<file path="src/rtl/mem_arb_pkg.sv">
// Shared definitions for the memory arbiter: bus widths, state encoding,
// timeout default and the bus command payload.
package mem_arb_pkg;

  localparam int unsigned DATA_W  = 32;
  localparam int unsigned ADDR_W  = 32;
  localparam int unsigned SEL_W   = 4;
  localparam int unsigned CNT_W   = 8;
  localparam int unsigned STATE_W = 2;

  localparam logic [CNT_W-1:0] TIMEOUT_DEFAULT = 8'd255;

  // Arbiter states
  localparam logic [STATE_W-1:0] ST_IDLE     = 2'd0;
  localparam logic [STATE_W-1:0] ST_IF_BUSY  = 2'd1;
  localparam logic [STATE_W-1:0] ST_MEM_BUSY = 2'd2;

  // Payload presented on the shared memory bus
  typedef struct packed {
    logic              we;
    logic [SEL_W-1:0]  sel;
    logic [ADDR_W-1:0] addr;
    logic [DATA_W-1:0] wdata;
  } bus_cmd_t;

  // Instruction fetches are always full-word reads
  function automatic bus_cmd_t fetch_cmd(input logic [ADDR_W-1:0] addr);
    bus_cmd_t c;
    c.we    = 1'b0;
    c.sel   = {SEL_W{1'b1}};
    c.addr  = addr;
    c.wdata = '0;
    return c;
  endfunction

endpackage

</file>
<file path="src/rtl/mem_arb_if.sv">
// Bundle of the fetch port, data port and shared memory bus around mem_arb.
interface mem_arb_if;
  import mem_arb_pkg::*;

  // Instruction-fetch port
  logic              if_req;
  logic [ADDR_W-1:0] if_addr;
  logic              if_flush;
  logic [DATA_W-1:0] if_rdata;
  logic              if_ack;
  logic              if_err;

  // Data-access port
  logic              mem_req;
  logic              mem_we;
  logic [SEL_W-1:0]  mem_sel;
  logic [ADDR_W-1:0] mem_addr;
  logic [DATA_W-1:0] mem_wdata;
  logic [DATA_W-1:0] mem_rdata;
  logic              mem_ack;
  logic              mem_err;

  // Shared memory bus
  logic              bus_req;
  logic              bus_we;
  logic [SEL_W-1:0]  bus_sel;
  logic [ADDR_W-1:0] bus_addr;
  logic [DATA_W-1:0] bus_wdata;
  logic [DATA_W-1:0] bus_rdata;
  logic              bus_ack;

  // Pipeline stall requests
  logic              stallreq_if;
  logic              stallreq_mem;

  // Arbiter side
  modport slave (
    input  if_req, if_addr, if_flush,
    output if_rdata, if_ack, if_err,
    input  mem_req, mem_we, mem_sel, mem_addr, mem_wdata,
    output mem_rdata, mem_ack, mem_err,
    output bus_req, bus_we, bus_sel, bus_addr, bus_wdata,
    input  bus_rdata, bus_ack,
    output stallreq_if, stallreq_mem
  );

  // Pipeline and memory-slave side
  modport master (
    output if_req, if_addr, if_flush,
    input  if_rdata, if_ack, if_err,
    output mem_req, mem_we, mem_sel, mem_addr, mem_wdata,
    input  mem_rdata, mem_ack, mem_err,
    input  bus_req, bus_we, bus_sel, bus_addr, bus_wdata,
    output bus_rdata, bus_ack,
    input  stallreq_if, stallreq_mem
  );

endinterface

</file>
<file path="src/rtl/mem_arb.sv">
// Fixed-priority arbiter sharing one memory bus between instruction fetch
// and data access, with a per-transaction timeout and fetch cancellation.
module mem_arb
  import mem_arb_pkg::*;
#(
  parameter logic [CNT_W-1:0] TIMEOUT = TIMEOUT_DEFAULT
) (
  input  logic     clk,
  input  logic     rst,
  mem_arb_if.slave bus
);

  logic [STATE_W-1:0] state_q, state_n;
  logic [CNT_W-1:0]   cnt_q, cnt_n;
  logic               drop_q, drop_n;
  logic               breq_q, breq_n;
  bus_cmd_t           cmd_q, cmd_n;

  logic [DATA_W-1:0]  if_rdata_q, if_rdata_n;
  logic               if_ack_q, if_ack_n;
  logic               if_err_q, if_err_n;
  logic [DATA_W-1:0]  mem_rdata_q, mem_rdata_n;
  logic               mem_ack_q, mem_ack_n;
  logic               mem_err_q, mem_err_n;

  logic               if_elig;
  logic               mem_elig;
  logic               timed_out;
  logic               flushed;
  logic [DATA_W-1:0]  done_data;

  // State, counter, payload and all registered outputs
  always_ff @(posedge clk or posedge rst) begin
    if (rst) begin
      state_q     <= ST_IDLE;
      cnt_q       <= '0;
      drop_q      <= 1'b0;
      breq_q      <= 1'b0;
      cmd_q       <= '0;
      if_rdata_q  <= '0;
      if_ack_q    <= 1'b0;
      if_err_q    <= 1'b0;
      mem_rdata_q <= '0;
      mem_ack_q   <= 1'b0;
      mem_err_q   <= 1'b0;
    end else begin
      state_q     <= state_n;
      cnt_q       <= cnt_n;
      drop_q      <= drop_n;
      breq_q      <= breq_n;
      cmd_q       <= cmd_n;
      if_rdata_q  <= if_rdata_n;
      if_ack_q    <= if_ack_n;
      if_err_q    <= if_err_n;
      mem_rdata_q <= mem_rdata_n;
      mem_ack_q   <= mem_ack_n;
      mem_err_q   <= mem_err_n;
    end
  end

  // Next-state, grant, completion and timeout decisions
  always_comb begin
    state_n     = state_q;
    cnt_n       = cnt_q;
    drop_n      = drop_q;
    breq_n      = breq_q;
    cmd_n       = cmd_q;
    if_rdata_n  = if_rdata_q;
    if_ack_n    = 1'b0;
    if_err_n    = 1'b0;
    mem_rdata_n = mem_rdata_q;
    mem_ack_n   = 1'b0;
    mem_err_n   = 1'b0;

    // A master still seeing its ack this cycle must not be granted again
    mem_elig  = bus.mem_req & ~mem_ack_q;
    if_elig   = bus.if_req & ~if_ack_q & ~bus.if_flush;
    timed_out = (cnt_q == TIMEOUT);
    flushed   = drop_q | bus.if_flush;
    // bus_ack beats a coincident timeout; a timeout returns zero data
    done_data = bus.bus_ack ? bus.bus_rdata : '0;

    case (state_q)
      ST_IDLE: begin
        drop_n = 1'b0;
        if (mem_elig) begin
          state_n       = ST_MEM_BUSY;
          cnt_n         = '0;
          breq_n        = 1'b1;
          cmd_n.we      = bus.mem_we;
          cmd_n.sel     = bus.mem_sel;
          cmd_n.addr    = bus.mem_addr;
          cmd_n.wdata   = bus.mem_wdata;
        end else if (if_elig) begin
          state_n = ST_IF_BUSY;
          cnt_n   = '0;
          breq_n  = 1'b1;
          cmd_n   = fetch_cmd(bus.if_addr);
        end
      end

      ST_IF_BUSY: begin
        if (bus.bus_ack || timed_out) begin
          state_n = ST_IDLE;
          breq_n  = 1'b0;
          drop_n  = 1'b0;
          // A redirected fetch finishes on the bus but stays invisible
          if (!flushed) begin
            if_ack_n   = 1'b1;
            if_err_n   = ~bus.bus_ack;
            if_rdata_n = done_data;
          end
        end else begin
          cnt_n  = cnt_q + CNT_W'(1);
          drop_n = flushed;
        end
      end

      ST_MEM_BUSY: begin
        if (bus.bus_ack || timed_out) begin
          state_n     = ST_IDLE;
          breq_n      = 1'b0;
          mem_ack_n   = 1'b1;
          mem_err_n   = ~bus.bus_ack;
          mem_rdata_n = done_data;
        end else begin
          cnt_n = cnt_q + CNT_W'(1);
        end
      end

      default: begin
        state_n = ST_IDLE;
        breq_n  = 1'b0;
        drop_n  = 1'b0;
      end
    endcase
  end

  // Registered outputs onto the interface
  assign bus.bus_req   = breq_q;
  assign bus.bus_we    = cmd_q.we;
  assign bus.bus_sel   = cmd_q.sel;
  assign bus.bus_addr  = cmd_q.addr;
  assign bus.bus_wdata = cmd_q.wdata;
  assign bus.if_rdata  = if_rdata_q;
  assign bus.if_ack    = if_ack_q;
  assign bus.if_err    = if_err_q;
  assign bus.mem_rdata = mem_rdata_q;
  assign bus.mem_ack   = mem_ack_q;
  assign bus.mem_err   = mem_err_q;

  // Stall requests are combinational and forced low while in reset
  assign bus.stallreq_if  = ~rst & bus.if_req & ~if_ack_q;
  assign bus.stallreq_mem = ~rst & bus.mem_req & ~mem_ack_q;

endmodule

</file>
<file path="src/flat_wrapper.sv">
// flat-port wrapper written by rule: the top's interface ports become plain ports
module mem_arb_flat import mem_arb_pkg::*;
#(
  parameter logic [CNT_W-1:0] TIMEOUT = TIMEOUT_DEFAULT
)
  (clk, rst, bus_if_req, bus_if_addr, bus_if_flush, bus_if_rdata, bus_if_ack, bus_if_err, bus_mem_req, bus_mem_we, bus_mem_sel, bus_mem_addr, bus_mem_wdata, bus_mem_rdata, bus_mem_ack, bus_mem_err, bus_bus_req, bus_bus_we, bus_bus_sel, bus_bus_addr, bus_bus_wdata, bus_bus_rdata, bus_bus_ack, bus_stallreq_if, bus_stallreq_mem);
  mem_arb_if bus_i ();
  input  logic clk;
  input  logic rst;
  input wire logic [$bits(bus_i.if_req)-1:0] bus_if_req;
  input wire logic [$bits(bus_i.if_addr)-1:0] bus_if_addr;
  input wire logic [$bits(bus_i.if_flush)-1:0] bus_if_flush;
  output wire logic [$bits(bus_i.if_rdata)-1:0] bus_if_rdata;
  output wire logic [$bits(bus_i.if_ack)-1:0] bus_if_ack;
  output wire logic [$bits(bus_i.if_err)-1:0] bus_if_err;
  input wire logic [$bits(bus_i.mem_req)-1:0] bus_mem_req;
  input wire logic [$bits(bus_i.mem_we)-1:0] bus_mem_we;
  input wire logic [$bits(bus_i.mem_sel)-1:0] bus_mem_sel;
  input wire logic [$bits(bus_i.mem_addr)-1:0] bus_mem_addr;
  input wire logic [$bits(bus_i.mem_wdata)-1:0] bus_mem_wdata;
  output wire logic [$bits(bus_i.mem_rdata)-1:0] bus_mem_rdata;
  output wire logic [$bits(bus_i.mem_ack)-1:0] bus_mem_ack;
  output wire logic [$bits(bus_i.mem_err)-1:0] bus_mem_err;
  output wire logic [$bits(bus_i.bus_req)-1:0] bus_bus_req;
  output wire logic [$bits(bus_i.bus_we)-1:0] bus_bus_we;
  output wire logic [$bits(bus_i.bus_sel)-1:0] bus_bus_sel;
  output wire logic [$bits(bus_i.bus_addr)-1:0] bus_bus_addr;
  output wire logic [$bits(bus_i.bus_wdata)-1:0] bus_bus_wdata;
  input wire logic [$bits(bus_i.bus_rdata)-1:0] bus_bus_rdata;
  input wire logic [$bits(bus_i.bus_ack)-1:0] bus_bus_ack;
  output wire logic [$bits(bus_i.stallreq_if)-1:0] bus_stallreq_if;
  output wire logic [$bits(bus_i.stallreq_mem)-1:0] bus_stallreq_mem;
  assign bus_i.if_req = bus_if_req;
  assign bus_i.if_addr = bus_if_addr;
  assign bus_i.if_flush = bus_if_flush;
  assign bus_if_rdata = bus_i.if_rdata;
  assign bus_if_ack = bus_i.if_ack;
  assign bus_if_err = bus_i.if_err;
  assign bus_i.mem_req = bus_mem_req;
  assign bus_i.mem_we = bus_mem_we;
  assign bus_i.mem_sel = bus_mem_sel;
  assign bus_i.mem_addr = bus_mem_addr;
  assign bus_i.mem_wdata = bus_mem_wdata;
  assign bus_mem_rdata = bus_i.mem_rdata;
  assign bus_mem_ack = bus_i.mem_ack;
  assign bus_mem_err = bus_i.mem_err;
  assign bus_bus_req = bus_i.bus_req;
  assign bus_bus_we = bus_i.bus_we;
  assign bus_bus_sel = bus_i.bus_sel;
  assign bus_bus_addr = bus_i.bus_addr;
  assign bus_bus_wdata = bus_i.bus_wdata;
  assign bus_i.bus_rdata = bus_bus_rdata;
  assign bus_i.bus_ack = bus_bus_ack;
  assign bus_stallreq_if = bus_i.stallreq_if;
  assign bus_stallreq_mem = bus_i.stallreq_mem;
  mem_arb #(.TIMEOUT(TIMEOUT)) u_core (.clk(clk), .rst(rst), .bus(bus_i));
endmodule
</file>
<file path="config.mk">
export PLATFORM = sky130hd
export DESIGN_NAME = mem_arb_flat
export DESIGN_NICKNAME = d
export VERILOG_FILES = /design/src/rtl/mem_arb_pkg.sv /design/src/rtl/mem_arb_if.sv /design/src/rtl/mem_arb.sv /design/src/flat_wrapper.sv
export SDC_FILE = /design/constraint.sdc
export NUM_CORES = 1
export LEC_CHECK = 0
export ABC_AREA = 1
export CAP_MARGIN = 0
export CORE_ASPECT_RATIO = 1.4
export CORE_MARGIN = 3
export CORE_UTILIZATION = 42
export DETAILED_ROUTE_END_ITERATION = 6
export PLACE_DENSITY_LB_ADDON = 0.05
export SYNTH_ARGS = -nofsm -noshare
export SYNTH_HDL_FRONTEND = slang
export SYNTH_SLANG_ARGS = --single-unit
</file>
<file path="constraint.sdc">
create_clock -name clk -period 5.52 [get_ports clk]
set_input_delay 1.104 -clock clk [delete_from_list [all_inputs] [get_ports clk]]
set_output_delay 1.104 -clock clk [all_outputs]
set_load 0.05 [all_outputs]
</file>
==> summary.md, run 1 <==
| Metric | Value |
|---|---|
| CTS Buf Count | 17 |
| Antenna diodes | 0 |
| Fmax | 247 MHz |
| Final period utilization | 73.5% |
| Sink Count | 149 |
| Synth async-reset ratio | 100% |
| Drt first pass iters | 4 |
| Slew Viols, Final | 0 |
| Worst-path maximum fanout | 34 |
| Reg2reg setup slack | 2.79 ns |
| Setup TNS | 0 ns |
| Cell mode on critical path | clkdlybuf4s50_1 |
| Slew Limit Headroom | 28.1% |
| Layout area overhead | 55.5% |
| Worst VDD drop | 0.000387 V |
| Gr usage total | 23.2% |
| Synth unique cells | 27 |
| CTS max path bufs | 2 |
| Row count | 52 |
| Port bufs | 278 |
| Final Hold Fails | 0 |
| HP Class | register to register |
| Post-CTS Setup Repair Bufs | 0 |
| Max cap viols | 0 |
| Post-synth top area cell | dfrtp_1 |
| Clock Skews | 0.0131 ns |
| Pin count of the biggest net entering global routing | 120 |
| Setup crit start kind | primary input |
| Slew @ Worst Pin | 1.08 ns |
| Pre-CTS setup slack | 1.45 ns |
| Layout fillers | 1154 |
| Outcome | finished, final reports clean |
| Syn Area/Cell | 9.92 µm² |
| CP max stage delay | 0.83 ns |
| Synth Register Bits | 149 |
| Core area | 14400 µm² |
| Setup slack after layout | 1.46 ns |
| Clk_lat worst skew | 0.41 ns |
| Dominant synthesized flop cell | dfrtp_1 |
| Final-report setup violation count | 0 |
| RSZ-0062 raised after global routing | false |
| Worst setup EP type | output port |
| # DRC | 0 |
| Crit-path cells | clkdlybuf4s50_1, inv_1, nor2_4, inv_2, nor2_1, clkdlybuf4s50_1 |
| Starting density of the core | 43.0% |
| DR vias | 5462 |
| Vias/cell | 4.99 |
| Die W | 109 µm |
| Crit path required time | 4.42 ns |
| Routability Congestion | 0.783 |
| Crit path time final | 4.06 ns |
| Critical path class | primary input to output port |
| P_leak | 4.32 nW |
| WP data arrival | 2.95 ns |
| Hold_buf cts | 0 |
| Synth area leaders | dfrtp_1 60%, nand2_1 9.8%, nor2_1 5.0% |
| First-pass GRT wire length | 29.4 mm |
| Critical path's slowest cell | clkdlybuf4s50_1 |
| Grt ovf | 0 |
| Synth Warn # | 0 |
| EDFF count, synth | 0 |
| Detailed Place HPWL | 13.4 mm |
| Ratio of cells with drive above 1 in the final layout | 9.05% |
| Initial antenna violation count | 0 |
| H-Tree Depth | 4 |
| Initial drt markers | 337 |
| Mapped Cells | 626 |
| Mapped cell area | 6210 µm² |
| Vias in the first global route | 5556 |
| Cell Pwr Density | 671 nW/µm² |
| Worst-path clk slew | 0.06 ns |
| NumNets Final | 1036 |
| CTS tree | yes |
| Synth top cells by count | 162 x nand2_1, 149 x dfrtp_1, 82 x nor2_1 |
| Syn nets | 769 |
| I/O pins | 279 |
| Root buf cell | clkbuf_16 |
| Die Ht | 150 µm |
| Final wirelength | 18.9 mm |
| Post-route ant nets | 0 |
| Area of the die | 16300 µm² |
| DR WL/cell | 17.2 µm |
| Post-synth top area share | 60.0% |
| PostCTS Resize Cnt | 0 |
| Count leader, synth | nand2_1 |
| Seq/Total Area, Yosys | 60.0% |
## cells by family after synthesis
group           synth area share (%)
buf+inv                         4.87
simple gates                    17.9
fa+ha+maj                      0.806
xor+xnor                       0.282
compound gates                  16.1
flops                           60.0
## where the power goes
| part | internal (mW) | leakage, nW | switching [mW] |
|---|---|---|---|
| Sequential | 1.55 | 1.89 | 0.259 |
| Combinational | 1.14 | 2.14 | 2.37 |
| Clock | 0.698 | 0.284 | 0.464 |
| Total | 3.38 | 4.32 | 3.10 |
## worst max-delay path: cells and delay by family
kind / cells / cell delay [ns]
buffers and inverters: 4 / 1.56
and+or+nand+nor: 2 / 0.26
## routing by layer
metal  part of all wire (%)  track usage (%)  vias to the layer above
met1                     38             27.1                     2584
li1                       -                -                     2618
met3                     11             9.32                       23
met5                      0                0                        -
met4                    2.0             7.58                        0
met2                     49             38.7                      237
## flip-flops by register name, indices dropped and copies added, names as in the netlist, 2 cells and up
name,cells
u_core.bus.bus_addr,32
u_core.bus.bus_sel,4
u_core.bus.bus_wdata,32
u_core.bus.if_rdata,32
u_core.bus.mem_rdata,32
u_core.cnt_q,8
u_core.state_q,2
## per-stage QoR
| stage | instances | power (mW) | hold slack (ns) | utilization (%) | instance area, µm² |
|---|---|---|---|---|---|
| after floorplan | 626 | 4.11 | 0.450 | - | 6210 |
| after global placement | 1063 | 5.30 | 0.465 | 62.7 | 9060 |
| after detailed placement | 1063 | 5.35 | 0.469 | 62.7 | 9060 |
| after CTS | 1095 | 6.54 | 0.485 | 66.9 | 9660 |
| after global routing | 1095 | 6.80 | 0.507 | 66.9 | 9660 |
| final | 1095 | 6.48 | 0.482 | 66.9 | 9660 |
## layout make-up
class | instances | area [µm²] | share of cell area, %
sequential | 149 | 3730 | 38.6
tap | 189 | 236 | 2.45
inverter | 20 | 80.1 | 0.829
clock buffer | 20 | 457 | 4.73
multi-input combinational | 420 | 2180 | 22.6
clock inverter | 12 | 144 | 1.49
timing repair buffer | 285 | 2840 | 29.3
## layout by cell type, fill, tap and decap left out
| master | instances |
|---|---|
| a21oi_1 | 1 |
| nand3_2 | 2 |
| clkinv_1 | 1 |
| nor3_1 | 1 |
| ha_1 | 4 |
| nand2_2 | 15 |
| inv_2 | 1 |
| xor2_1 | 2 |
| o21ai_2 | 23 |
| o21ai_0 | 35 |
| inv_6 | 5 |
| clkinvlp_4 | 3 |
| dfrtp_1 | 149 |
| nor2_4 | 1 |
| nand3b_1 | 1 |
| clkdlybuf4s50_1 | 278 |
| nor2_2 | 1 |
| o21ai_1 | 9 |
| a22o_1 | 33 |
| clkbuf_1 | 1 |
| clkinv_4 | 3 |
| nand2_1 | 162 |
| bufinv_16 | 2 |
| o22a_1 | 4 |
| nand3_1 | 11 |
| nor2_1 | 82 |
| clkbuf_8 | 2 |
| buf_4 | 7 |
| o31ai_1 | 33 |
| clkbuf_16 | 17 |
| inv_1 | 17 |
## final timing paths
| path | endpoint | from | cells past startpoint |
|---|---|---|---|
| max reg2reg | u_core.bus.if_rdata[26]$_DFFE_PP0P_ | u_core.cnt_q[0]$_DFFE_PP0P_ | 9 |
| max in group asynchronous | u_core.bus.mem_rdata[22]$_DFFE_PP0P_ | rst | 3 |
| max | bus_stallreq_mem | bus_mem_req | 6 |
| min in group asynchronous | u_core.bus.bus_addr[13]$_DFFE_PP0P_ | rst | 2 |
| min reg2reg | u_core.bus.mem_rdata[22]$_DFFE_PP0P_ | u_core.bus.mem_rdata[22]$_DFFE_PP0P_ | 2 |
| min | u_core.bus.mem_rdata[22]$_DFFE_PP0P_ | u_core.bus.mem_rdata[22]$_DFFE_PP0P_ | 2 |
(Power assumes the default switching activity.)
==> run 2: changes to the inputs <==
clock period = 3.8 ns   (was 5.52 ns; I/O delays follow)
==> run 2 against run 1 <==
  * Cell area up 0.14%
  * First-iteration DRC count decreased by 5.6%
  * Die area unchanged
  * Via count rose by 0.48%
  * Critical path type unchanged
==> summary.md, run 2 (synthesis results as in run 1) <==
| Metric | Value |
|---|---|
| Starting density of the core | 43.0% |
| Hold_buf cts | 0 |
| Core area | 14400 µm² |
| Area of the multi-input gates | 2180 µm² |
| Area of the die | 16300 µm² |
| Internal power | 4.80 mW |
| Crit path required time | 3.04 ns |
| PostCTS Resize Cnt | 0 |
| Sw Share | 48.7% |
| Initial drt markers | 318 |
| Max cap viols | 0 |
| Final wirelength | 19.0 mm |
| P_leak | 4.33 nW |
| Worst setup EP type | output port |
| Final core utilization | 67.0% |
| Post-CTS Setup Repair Bufs | 0 |
| Clk pwr share | 17.3% |
| Crit path time final | 3.02 ns |
| Drt first pass iters | 5 |
| Outcome | finished, final reports clean |
| Row count | 52 |
| Finished Cell Area | 9680 µm² |
| Most common cell after layout, fill and taps aside | clkdlybuf4s50_1 |
| DR WL met2 | 9.50 mm |
| NumNets Final | 1035 |
| Crit-path cells | clkdlybuf4s50_1, nor3_1, clkdlybuf4s50_1 |
| WL met3 | 1.73 mm |
| CTS max path bufs | 2 |
| DR WL/cell | 17.3 µm |
| WP data arrival | 2.26 ns |
| Clk_lat worst skew | 0.42 ns |
| Final Hold Fails | 0 |
| CTS tree | yes |
| Root buf cell | clkbuf_16 |
| Post-route ant nets | 0 |
| I/O pins | 279 |
| Cell Pwr Density | 969 nW/µm² |
| Setup crit start kind | primary input |
| Combinational power share | 54.6% |
| Worst VDD drop | 0.000636 V |
| Setup TNS | 0 ns |
| Die W | 109 µm |
| Post-DP Area | 9100 µm² |
| DR vias | 5488 |
| Detailed Place HPWL | 13.4 mm |
| Total Power | 9.37 mW |
| Worst-path clk slew | 0.06 ns |
| Commonest cells after routing, fill and taps aside | 277 x clkdlybuf4s50_1, 162 x nand2_1, 149 x dfrtp_1 |
| Sink Count | 149 |
| Slew Limit Headroom | 32.2% |
| Clock Skews | 0.0177 ns |
| Final period utilization | 79.4% |
| Port bufs | 278 |
| Worst-path maximum fanout | 3 |
| Flop pwr share | 28.1% |
| First-pass GRT wire length | 29.9 mm |
| CTS Buf Count | 17 |
| Slew @ Worst Pin | 1.02 ns |
| Gr usage total | 23.5% |
| CP max stage delay | 0.83 ns |
| Final-report setup violation count | 0 |
| Fmax | 331 MHz |
| DR top layer | met4 |
| RSZ-0062 raised after global routing | false |
| Grt ovf | 0 |
| Met1 WL | 7.27 mm |
| Ratio of cells with drive above 1 in the final layout | 9.17% |
| Storage cell area | 3730 µm² |
| Die Ht | 150 µm |
| HP Class | register to register |
| Psw | 4.57 mW |
| Vias in the first global route | 5613 |
| Layout area overhead | 55.8% |
| Antenna diodes | 0 |
| # DRC | 0 |
| Vias/cell | 5.02 |
| Layout fillers | 1159 |
| Critical path's slowest cell | clkdlybuf4s50_1 |
| Routability Congestion | 0.782 |
| H-Tree Depth | 4 |
| Initial antenna violation count | 0 |
| Pin count of the biggest net entering global routing | 150 |
| Critical path class | primary input to output port |
| Slew Viols, Final | 0 |
| Cell mode on critical path | clkdlybuf4s50_1 |
-- run 2: cell types whose count changed in the layout (fill, tap and decap cells not counted), sizes merged --
| cell | delta |
|---|---|
| clkinvlp | -2 |
| inv | +5 |
| clkdlybuf4s50 | -1 |
| clkinv | +1 |
| bufinv | -2 |
| clkbuf | -2 |
-- run 2: layer usage --
| layer | track usage [%] | vias to the layer above |
|---|---|---|
| met4 | 9.35 | 0 |
| met3 | 7.73 | 22 |
| li1 | - | 2622 |
| met2 | 38.6 | 237 |
| met1 | 28.5 | 2607 |
| met5 | 0 | - |
-- run 2: critical path, delay by kind of cell --
family / cells / cell delay [ns]
simple gates: 1 / 0.19
buf+inv: 2 / 1.31
-- run 2: worst paths after layout --
path | to | slack (ns) | startpoint | depth (start not counted)
worst max-delay path | bus_stallreq_if | 0.78 | rst | 3
worst min register to register | u_core.bus.bus_addr[1]$_DFFE_PP0P_ | 0.48 | u_core.bus.bus_addr[1]$_DFFE_PP0P_ | 2
worst min-delay path | u_core.bus.bus_addr[1]$_DFFE_PP0P_ | 0.48 | u_core.bus.bus_addr[1]$_DFFE_PP0P_ | 2
max in group asynchronous | u_core.bus.bus_wdata[21]$_DFFE_PP0P_ | 2.19 | rst | 3
min in group asynchronous | u_core.bus.bus_addr[4]$_DFFE_PP0P_ | 0.94 | rst | 3
worst max register to register | u_core.bus.bus_wdata[29]$_DFFE_PP0P_ | 1.63 | u_core.state_q[0]$_DFFE_PP0P_ | 5
-- run 2: through the flow --
step	setup WS (ns)	cells	hold slack (ns)
CTS	0.777	1094	0.485
global route	0.734	1094	0.494
detailed placement	0.729	1062	0.469
global placement	0.783	1062	0.464
finish	0.781	1094	0.484
floorplan	1.15	626	0.450
-- run 2: power groups by stage --
stage	registers (mW)	clock network, mW	logic [mW]
4_1_cts	2.63	1.66	5.17
3_5_place_dp	2.65	0	5.15
3_3_place_gp	2.63	0	5.08
5_1_grt	2.71	1.73	5.40
6_report	2.63	1.62	5.12
2_1_floorplan	4.83	0	1.14
-- run 2: area by class of cell --
class / count / share of cell area (%)
clock inverter: 14 / 1.41
sequential: 149 / 38.5
inverter: 20 / 0.815
multi-input combinational: 420 / 22.5
timing repair buffer: 284 / 29.7
clock buffer: 18 / 4.54
tap: 189 / 2.44
